### config.mk
export PLATFORM = sky130hd
export DESIGN_NAME = id_ex_pipe_reg
export DESIGN_NICKNAME = d
export VERILOG_FILES = /design/src/rtl/mips_pipe_pkg.sv /design/src/rtl/pipe_reg_field.sv /design/src/rtl/id_ex_pipe_reg.sv
export SDC_FILE = /design/constraint.sdc
export NUM_CORES = 1
export LEC_CHECK = 0
export CAP_MARGIN = 40
export CELL_PAD_IN_SITES_DETAIL_PLACEMENT = 1
export CELL_PAD_IN_SITES_GLOBAL_PLACEMENT = 1
export CORE_AREA = 3 3 125 127
export DETAILED_ROUTE_END_ITERATION = 10
export DIE_AREA = 0 0 128 130
export DONT_BUFFER_PORTS = 1
export PLACE_DENSITY = 0.76
export SKIP_LAST_GASP = 1
export SYNTH_ARGS = -nofsm -noshare
export SYNTH_HDL_FRONTEND = slang
export SYNTH_SLANG_ARGS = --single-unit
### constraint.sdc
create_clock -name clk -period 2.6 [get_ports clk]
set_clock_uncertainty 0.2 [all_clocks]
set_input_delay 0.78 -clock clk [delete_from_list [all_inputs] [get_ports clk]]
set_output_delay 0.78 -clock clk [all_outputs]
set_load 0.005 [all_outputs]
### src/rtl/mips_pipe_pkg.sv
// Shared MIPS pipeline types: ALUOp encodings, opcodes, and the decoder control bundle.
// No logic; imported by pipeline registers and their benches.
// CTRL_NOP is the all-zero bundle loaded into bubbles.
package mips_pipe_pkg;

    typedef enum logic [1:0] {
        ALUOP_LWSW  = 2'b00,
        ALUOP_BEQ   = 2'b01,
        ALUOP_RTYPE = 2'b10,
        ALUOP_ORI   = 2'b11
    } alu_op_e;

    localparam logic [5:0] OP_RTYPE = 6'h00;
    localparam logic [5:0] OP_BEQ   = 6'h04;
    localparam logic [5:0] OP_ORI   = 6'h0d;
    localparam logic [5:0] OP_LW    = 6'h23;
    localparam logic [5:0] OP_SW    = 6'h2b;

    localparam logic [5:0] FUNCT_ADD = 6'h20;

    typedef struct packed {
        logic       reg_dst;
        logic       alu_src;
        logic       mem_to_reg;
        logic       reg_write;
        logic       mem_read;
        logic       mem_write;
        logic       branch;
        logic       zero_extend;
        logic [1:0] alu_op;
    } ctrl_t;

    localparam ctrl_t CTRL_NOP = '0;

endpackage

### src/rtl/pipe_reg_field.sv
// Generic pipeline register field with clear (bubble) and enable (advance).
// Latency: 1 cycle.
// Backpressure: en=0 holds contents; clr overrides en and loads zero.
module pipe_reg_field #(
    parameter int WIDTH = 8
) (
    input  logic             clk,
    input  logic             rst_n,
    input  logic             en,
    input  logic             clr,
    input  logic [WIDTH-1:0] d,
    output logic [WIDTH-1:0] q
);

    always_ff @(posedge clk or negedge rst_n) begin
        if (!rst_n) begin
            q <= '0;
        end else if (clr) begin
            q <= '0;
        end else if (en) begin
            q <= d;
        end
    end

endmodule

### src/rtl/id_ex_pipe_reg.sv
// ID/EX pipeline register with valid bit, flush bubble and load-use hazard detect.
// Latency: 1 cycle id_* -> ex_*; hazard output is combinational from EX state + ID specifiers.
// Backpressure: stall holds all state, flush (priority) loads a bubble; ID_EX_PERF_CNT_EN adds bubble_cnt.
module id_ex_pipe_reg
    import mips_pipe_pkg::*;
#(
    parameter int DATA_W     = 32,
    parameter int REG_ADDR_W = 5
) (
    input  logic                  clk,
    input  logic                  rst_n,
    input  logic                  stall,
    input  logic                  flush,
    input  logic                  id_valid,
    input  logic                  id_reg_dst,
    input  logic                  id_alu_src,
    input  logic                  id_mem_to_reg,
    input  logic                  id_reg_write,
    input  logic                  id_mem_read,
    input  logic                  id_mem_write,
    input  logic                  id_branch,
    input  logic                  id_zero_extend,
    input  logic [1:0]            id_alu_op,
    input  logic [DATA_W-1:0]     id_pc_plus4,
    input  logic [DATA_W-1:0]     id_rs_data,
    input  logic [DATA_W-1:0]     id_rt_data,
    input  logic [DATA_W-1:0]     id_imm_ext,
    input  logic [5:0]            id_funct,
    input  logic [REG_ADDR_W-1:0] id_rs,
    input  logic [REG_ADDR_W-1:0] id_rt,
    input  logic [REG_ADDR_W-1:0] id_rd,
    output logic                  ex_valid,
    output logic                  ex_reg_dst,
    output logic                  ex_alu_src,
    output logic                  ex_mem_to_reg,
    output logic                  ex_reg_write,
    output logic                  ex_mem_read,
    output logic                  ex_mem_write,
    output logic                  ex_branch,
    output logic                  ex_zero_extend,
    output logic [1:0]            ex_alu_op,
    output logic [DATA_W-1:0]     ex_pc_plus4,
    output logic [DATA_W-1:0]     ex_rs_data,
    output logic [DATA_W-1:0]     ex_rt_data,
    output logic [DATA_W-1:0]     ex_imm_ext,
    output logic [5:0]            ex_funct,
    output logic [REG_ADDR_W-1:0] ex_rs,
    output logic [REG_ADDR_W-1:0] ex_rt,
    output logic [REG_ADDR_W-1:0] ex_rd,
`ifdef ID_EX_PERF_CNT_EN
    output logic [31:0]           bubble_cnt,
`endif
    output logic                  ex_load_use_hazard
);

    localparam int CTRL_W = $bits(ctrl_t) + 1;
    localparam int DAT_W  = 4 * DATA_W + 6 + 3 * REG_ADDR_W;

    ctrl_t             id_ctrl;
    ctrl_t             ex_ctrl;
    logic [CTRL_W-1:0] ctrl_q;
    logic [DAT_W-1:0]  dat_q;
    logic              bubble;

    // An empty decode slot advancing into EX is the same bubble as a flush.
    assign bubble = flush | (~stall & ~id_valid);

    always_comb begin
        id_ctrl             = CTRL_NOP;
        id_ctrl.reg_dst     = id_reg_dst;
        id_ctrl.alu_src     = id_alu_src;
        id_ctrl.mem_to_reg  = id_mem_to_reg;
        id_ctrl.reg_write   = id_reg_write;
        id_ctrl.mem_read    = id_mem_read;
        id_ctrl.mem_write   = id_mem_write;
        id_ctrl.branch      = id_branch;
        id_ctrl.zero_extend = id_zero_extend;
        id_ctrl.alu_op      = id_alu_op;
    end

    pipe_reg_field #(.WIDTH(CTRL_W)) u_ctrl_reg (
        .clk   (clk),
        .rst_n (rst_n),
        .en    (~stall),
        .clr   (bubble),
        .d     ({id_valid, id_ctrl}),
        .q     (ctrl_q)
    );

    pipe_reg_field #(.WIDTH(DAT_W)) u_dat_reg (
        .clk   (clk),
        .rst_n (rst_n),
        .en    (~stall),
        .clr   (bubble),
        .d     ({id_pc_plus4, id_rs_data, id_rt_data, id_imm_ext,
                 id_funct, id_rs, id_rt, id_rd}),
        .q     (dat_q)
    );

    assign ex_valid = ctrl_q[CTRL_W-1];
    assign ex_ctrl  = ctrl_q[CTRL_W-2:0];

    assign ex_reg_dst     = ex_ctrl.reg_dst;
    assign ex_alu_src     = ex_ctrl.alu_src;
    assign ex_mem_to_reg  = ex_ctrl.mem_to_reg;
    assign ex_reg_write   = ex_ctrl.reg_write;
    assign ex_mem_read    = ex_ctrl.mem_read;
    assign ex_mem_write   = ex_ctrl.mem_write;
    assign ex_branch      = ex_ctrl.branch;
    assign ex_zero_extend = ex_ctrl.zero_extend;
    assign ex_alu_op      = ex_ctrl.alu_op;

    assign {ex_pc_plus4, ex_rs_data, ex_rt_data, ex_imm_ext,
            ex_funct, ex_rs, ex_rt, ex_rd} = dat_q;

    // $zero as a load target never creates a dependency.
    assign ex_load_use_hazard = ex_valid & ex_mem_read & (ex_rt != '0) & id_valid &
                                ((ex_rt == id_rs) | (ex_rt == id_rt));

`ifdef ID_EX_PERF_CNT_EN
    always_ff @(posedge clk or negedge rst_n) begin
        if (!rst_n) begin
            bubble_cnt <= '0;
        end else if (bubble) begin
            bubble_cnt <= bubble_cnt + 32'd1;
        end
    end
`endif

endmodule

# Yosys cells after proc, flatten, opt, wreduce, memory -nomap -nowiden
# Index checks and enable logic that the tools add are counted.
# word_totals
ff_bits	160
wordCells	19
output_inout_bits	161
# classes
bitwise	9
reduce_logical	1
n_eq_ne	3
muxes	4
# op_table
cell	n
149-bit 2-to-1 mux	2
11-bit 2-to-1 mux	2
5-bit equality test	2
1-bit bitwise AND	5
5-bit nonzero test	1
2-bit by 1-bit inequality test with 1-bit output (second input constant)	1
1-bit NOT	2
1-bit OR	2

# Depth between registers and ports, before layout
# Gate-level depths: netlist of the first run.
# logic_depth
word_depth	4
depth_mapped	5

# By module
# A second synthesis of the first run with hierarchy kept.
# hier_totals
cells_unflattened	535
hier_area_um2	6667.6
# modules_own_cells
module	n_inst	cells_per_inst	seq_area_each_um2	area_per_inst_um2
pipe_reg_field (u_dat_reg)	1	481	3728.6	6085.8
pipe_reg_field (u_ctrl_reg)	1	35	275.3	441.7
id_ex_pipe_reg	1	19	0.0	140.1

# Worst setup path before layout of the first run
# OpenSTA, ideal clock, no wires.
# synth_timing
kind	input port to output port
from	input id_rs[2]
to	output ex_load_use_hazard
required_ns	1.620
stages	4
arrival_time_ns	1.337
setup_slack_ns	0.283
cell_sequence	xor2_1 nor3_1 nand3_1 a21oi_1
# synth_between
elab_chain_cells	3
# synth_lines
element	line	source
from (decl)	id_ex_pipe_reg.sv:29	input logic [REG_ADDR_W-1:0] id_rs,
5-bit equality test	id_ex_pipe_reg.sv:118	((ex_rt == id_rs) | (ex_rt == id_rt));
1-bit OR	id_ex_pipe_reg.sv:118	
1-bit bitwise AND	id_ex_pipe_reg.sv:117	assign ex_load_use_hazard = ex_valid & ex_mem_read & (ex_rt != '0) & id_valid &
to (decl)	id_ex_pipe_reg.sv:53	output logic ex_load_use_hazard
# No other way between the ends.

# Worst setup path in the final report of the first run
# layout_timing
from	register u_dat_reg.q[6]
to	output ex_load_use_hazard
# layout_between
elab_chain_cells	4
# layout_lines
element	line	source
from (decl)	pipe_reg_field.sv:12	output logic [WIDTH-1:0] q
from (signal assigned)	pipe_reg_field.sv:17	q <= '0;
from (signal assigned)	pipe_reg_field.sv:19	q <= '0;
from (signal assigned)	pipe_reg_field.sv:21	q <= d;
5-bit nonzero test	id_ex_pipe_reg.sv:117	
1-bit bitwise AND (2 in a row)	id_ex_pipe_reg.sv:117	
1-bit bitwise AND *	id_ex_pipe_reg.sv:117	
# Every way passes the cells marked *; elsewhere a longest branch is shown, timed or not.

==> qor.csv, run 1 <==
metric,value,unit
largest net degree at the start of global routing,162,
"Area growth, synth to finish",9.065,%
Setup TNS,-88.67,ps
worst slew pin tran,661.0,ps
Mapped Avg Cell Area,12.40,µm²
drt pass-1 iters,5,
CP Cell Sequence,or4_4 > o2111ai_4 > a21oi_2,
Pleak,3.686,nW
first-pass GRT wire length,23650,µm
Final Power,5.404,mW
Final Hold Fails,160,
vias,3947,
Max rail drop VDD,0.4236,mV
min cycle time layout,2689,ps
WL met3,1329,µm
max_cap viols,0,
Min Hold Slack,-139.9,ps
"antenna viol nets, final",0,
WS Path Type,register to output port,
Syn. warnings,0,
final wirelength,15650,µm
crit-path max cell delay,570,ps
number of synthesized register bits,160,
io pins,325,
die boundary height,130,µm
Placer Congestion,0.7736,
Buf/Inv on CP,0,
clock sink count,160,
Final nets,683,
worst r2r src,u_dat_reg.q[8],
CTS Buffer Depth,2,
FMAX,371.9,MHz
Worst-path clk slew,60,ps
period utilization,103.4,%
synthesized cell area,6611,µm²
total die area,16640,µm²
CTS tree,built,
CP startpoint kind,register,
slew margin rel.,55.93,%
CTS Buf Count,17,
power per cell area,749.5,nW/µm²
Chip Width,128,µm
CP Capture Type,output port,
CP arrival,1710,ps
DRC viols,0,
I/O Buffers,0,
Clock Root Buffer,clkbuf_16,
"Clk Latency, worst-skew pair",410,ps
Cells after Synth,533,
RSZ-0062 raised after global routing,true,
syn nets,697,
Worst Path Max Fanout,5,
Hold WC Path Type,input pin to asynchronous set/reset pin,
H-tree depth,4,
WP data required,1620,ps
vias in the first global route,4233,
n_diodes,0,
status,finished with violations,
gr usage total,18.29,%
core area,14530,µm²
Initial Utilization,45.49,%
Setup-failing EPs final,1,
failing checks,"negative hold slack, negative setup slack",
post-DR vias/cell,5.520,
share of cells above drive strength 1,6.780,%
Post-DP HPWL,10970,µm
CP max stage cell,or4_4,
row cnt,44,
GR Overflow Total,0,
wire per inst,21.88,µm
drt initial violations,153,
"Seq/Total Area, Yosys",60.56,%
setup bufs post-CTS,0,
final worst slack,-88.67,ps
max-slew violations,0,
critical path's top delay family,simple AND/OR/NAND/NOR gates,
antenna violations before repair,0,
met2 WL post-DR,8408,µm
max layer used,met4,
Synth cell types,16,
M1 WL,5488,µm
CP startpoint,u_dat_reg.q[6],
==> logic make-up (layout without fill, tap and decap cells) <==
group | count (synthesis) | in the layout | share of synthesized area [%]
mux | 159 | 159 | 24.07
buf+inv | 36 | 34 | 4.145
compound gates | 4 | 4 | 0.4542
xor+xnor | 10 | 10 | 1.325
simple gates | 164 | 164 | 9.444
flops | 160 | 160 | 60.56
==> routing by layer <==
metal / up-vias / track usage [%]
met5: - / 0
met1: 1987 / 19.98
met2: 190 / 31.98
met4: 0 / 8.801
met3: 34 / 6.304
li1: 1736 / -
==> layout make-up <==
type	count	area (µm²)
Timing Repair Buffer	2	40.04
Clock inverter	10	113.9
Inverter	1	3.754
Multi-Input combinational cell	337	2366
Fill cell	1492	7323
Sequential cell	160	4006
Clock buffer	21	450.4
Tap cell	184	230.2
==> per-stage QoR <==
| stage | cell area, µm² | util [%] | setup WS (ps) | instances | hold slack (ps) |
|---|---|---|---|---|---|
| CTS | 7194 | 49.50 | -95.94 | 715 | -171.4 |
| floorplan | 6611 | - | 282.9 | 533 | 284.4 |
| global placement | 6619 | 45.54 | 180.5 | 684 | 288.0 |
| finish | 7211 | 49.61 | -88.67 | 715 | -139.9 |
| global route | 7211 | 49.61 | -166.0 | 715 | -170.7 |
| detailed placement | 6619 | 45.54 | 142.0 | 684 | 287.2 |
==> what timing repair did <==
| item | 4_1_cts | 5_1_grt |
|---|---|---|
| resized for setup | 3 | 3 |
| endpoints found under the hold margin | 160 | 160 |
| pin swaps | 0 | 1 |
| setup endpoints to repair | 1 | 1 |
==> power by group <==
group | total, mW | internal (mW) | switching (mW)
registers | 2.73 | 2.61 | 0.116
logic | 0.296 | 0.162 | 0.134
clock network | 2.38 | 1.43 | 0.953
==> state kept, by name, indices dropped and copies added, names as in the netlist <==
signal	cells
u_dat_reg.q	149
u_ctrl_reg.q	11
==> cell usage after synthesis <==
| cell | number | area [µm²] |
|---|---|---|
| mux2i_1 | 159 | 1592 |
| nand3_1 | 2 | 10.01 |
| clkbuf_1 | 1 | 3.750 |
| xnor2_1 | 4 | 35.03 |
| or4_1 | 1 | 7.510 |
| nor2_1 | 159 | 596.8 |
| buf_4 | 11 | 82.58 |
| a21oi_1 | 2 | 10.01 |
| dfrtp_1 | 160 | 4004 |
| xor2_1 | 6 | 52.55 |
| buf_2 | 12 | 60.06 |
| o2111ai_1 | 1 | 8.760 |
| inv_1 | 1 | 3.750 |
| nor3_1 | 2 | 10.01 |
| o21bai_2 | 1 | 11.26 |
| buf_6 | 11 | 123.9 |
==> final timing paths <==
check | end | slack, ps | depth (start not counted)
max | ex_load_use_hazard | -90 | 3
min | u_dat_reg.q[140] | -140 | 0
max reg2reg | u_dat_reg.q[8] | 1560 | 2
min reg2reg | u_dat_reg.q[33] | 350 | 2
max in group asynchronous | u_dat_reg.q[7] | 1990 | 0
min in group clk | u_dat_reg.q[130] | 320 | 2
==> cell usage in the layout (no fill, tap or decap), drive strengths merged <==
cell type,n
dfrtp,160
o21bai,1
bufinv,2
xor2,6
clkbuf,21
mux2i,159
nor2,159
inv,1
clkinv,4
nand3,2
a21oi,2
clkinvlp,4
nor3,2
buf,2
xnor2,4
o2111ai,1
or4,1
Power figures use the tool's default switching activity.
==> run 2, diff against run 1 <==
--- a/config.mk
+++ b/config.mk
@@ -12,7 +12,8 @@
 export DETAILED_ROUTE_END_ITERATION = 10
 export DIE_AREA = 0 0 128 130
 export DONT_BUFFER_PORTS = 1
-export PLACE_DENSITY = 0.76
+export PLACE_DENSITY = 0.85
+export RECOVER_POWER = 100
 export SKIP_LAST_GASP = 1
 export SYNTH_ARGS = -nofsm -noshare
 export SYNTH_HDL_FRONTEND = slang
==> qor.csv, run 2 (synthesis results as in run 1) <==
metric,value,unit,change
H-tree depth,4,,unchanged
share of cells above drive strength 1,7.143,%,+0.36 points
clock sink count,160,,unchanged
Clock Power Share,45.5,%,+1.4 points
vias,3960,,+0.33%
Sw Share,22.43,%,+0.16 points
row cnt,44,,unchanged
max_cap viols,0,,unchanged
min cycle time layout,2693,ps,+3.992 ps
setup bufs post-CTS,0,,unchanged
"Clk Latency, worst-skew pair",400,ps,about the same
io pins,325,,unchanged
slew margin rel.,23.47,%,-32 points
CTS tree,built,,
core area,14530,µm²,unchanged
Clock Root Buffer,clkbuf_16,,
Final nets,683,,unchanged
max layer used,met4,,
CTS Buf Count,17,,unchanged
area of the multi-input gates,2362,µm²,-0.16%
WL met3,1095,µm,-18%
Post-DP HPWL,11750,µm,+7.1%
total die area,16640,µm²,unchanged
FMAX,371.4,MHz,-0.15%
DP Area,6606,µm²,-0.19%
Final Cell Area,7217,µm²,about the same
Cell Int Power,4.306,mW,+2.5%
DRC viols,0,,unchanged
Placer Congestion,0.8017,,+3.6%
wire per inst,23.25,µm,+6.2%
largest net degree at the start of global routing,162,,unchanged
post-place setup slack,92.52,ps,-49.46 ps
Top Registers,"u_dat_reg.q x149, u_ctrl_reg.q x11",,
Setup-failing EPs final,1,,unchanged
RSZ-0062 raised after global routing,true,,
Max rail drop VDD,0.4582,mV,+8.2%
antenna violations before repair,0,,unchanged
most frequent cells in the layout,"159 x mux2i_1, 159 x nor2_1, 158 x dfrtp_1",,
CTS Buffer Depth,2,,unchanged
WP data required,1620,ps,about the same
R2R depth,2,,unchanged
die boundary height,130,µm,unchanged
CP Capture Type,output port,,
status,finished with violations,,
"antenna viol nets, final",0,,unchanged
WS Path Type,register to output port,,
failing checks,"negative hold slack, negative setup slack",,
CP startpoint kind,register,,
Hold WC Path Type,input pin to asynchronous set/reset pin,,
period utilization,103.6,%,+0.15 points
I/O Buffers,0,,unchanged
final wirelength,16640,µm,+6.4%
max-slew violations,0,,unchanged
Reg power frac,49.2,%,-1.2 points
sw power,1.245,mW,+3.5%
M1 WL,6034,µm,+9.9%
Worst Path Max Fanout,5,,unchanged
post-DR vias/cell,5.531,,+0.19%
gr usage total,19.45,%,+1.2 points
flop2flop setup slack,1490,ps,-70 ps
max reg flops,149,,unchanged
power per cell area,769.1,nW/µm²,+2.6%
GR Overflow Total,0,,unchanged
Final Hold Fails,160,,unchanged
fillers,1483,,-0.60%
Pleak,3.710,nW,+0.64%
Initial Utilization,45.49,%,unchanged
Worst-path clk slew,70,ps,about the same
register area,4006,µm²,unchanged
worst slew pin tran,1148,ps,+486.9 ps
CP arrival,1710,ps,about the same
drt pass-1 iters,4,,-1
vias in the first global route,4364,,+3.1%
drt initial violations,168,,+9.8%
"Area growth, synth to finish",9.160,%,about the same
Reg with most FFs,u_dat_reg.q,,
Min Hold Slack,-128.9,ps,+11.01 ps
Comb power frac,5.3,%,-0.2 points
final worst slack,-92.66,ps,-3.992 ps
first-pass GRT wire length,24960,µm,+5.5%
Chip Width,128,µm,unchanged
n_diodes,0,,unchanged
met2 WL post-DR,9034,µm,+7.4%
-- run 2: cell types whose count changed in the layout (fill, tap and decap cells not counted), moves of 2 or more --
cell / delta
inv_6: +3
clkinvlp_4: -4
clkinv_2: +2
clkbuf_1: -2
buf_12: -2
-- run 2: final timing paths --
check / endpoint / startpoint
worst max register to register: u_dat_reg.q[5] / u_dat_reg.q[5]
min in group clk: u_dat_reg.q[56] / id_rt_data[3]
worst min-delay path: u_dat_reg.q[133] / rst_n
worst min register to register: u_dat_reg.q[25] / u_dat_reg.q[25]
worst max-delay path: ex_load_use_hazard / u_dat_reg.q[7]
max in group asynchronous: u_dat_reg.q[142] / rst_n
-- run 2: area by class of cell --
cell class | count | area share [%]
tap | 184 | 3.190
multi-input combinational | 337 | 32.73
sequential | 160 | 55.51
clock inverter | 13 | 2.202
clock buffer | 19 | 6.137
inverter | 1 | 0.05201
timing repair buffer | 2 | 0.1734
-- run 2: power groups by stage --
stage                     sequential, mW  clock [mW]  combinational, mW
after floorplan                     2.73           0              0.331
after global placement              2.77           0              0.277
after detailed placement            2.77           0              0.301
after CTS                           2.73        2.59              0.301
after global routing                2.74        2.71              0.335
final                               2.73        2.53              0.296
-- run 2: timing repair --
action	CTS	global route
endpoints found under the setup margin	1	1
gates resized for setup	4	3
pin swaps	0	2
hold endpoints to repair	160	160
-- run 2: metrics by stage --
step | instances | hold WS, ps | total power, mW | setup TNS, ps | utilization (%)
finish | 716 | -128.9 | 5.551 | -92.66 | 49.66
global route | 716 | -153.6 | 5.789 | -141.0 | 49.66
CTS | 716 | -152.2 | 5.619 | -103.4 | 49.68
detailed placement | 684 | 288.3 | 3.073 | 0 | 45.45
global placement | 684 | 288.7 | 3.045 | 0 | 45.45
floorplan | 533 | 284.4 | 3.059 | 0 | -
-- run 2: worst max-delay path: stages (launching register included) --
cell,delay (ps)
dfrtp_2,450
or4_4,560
o2111ai_4,240
a21oi_4,60
-- run 2: metal layers --
metal / track usage, % / vias to the layer above
met3: 5.362 / 38
met5: 0 / -
met2: 34.75 / 199
li1: - / 1740
met4: 8.864 / 0
met1: 21.68 / 1983
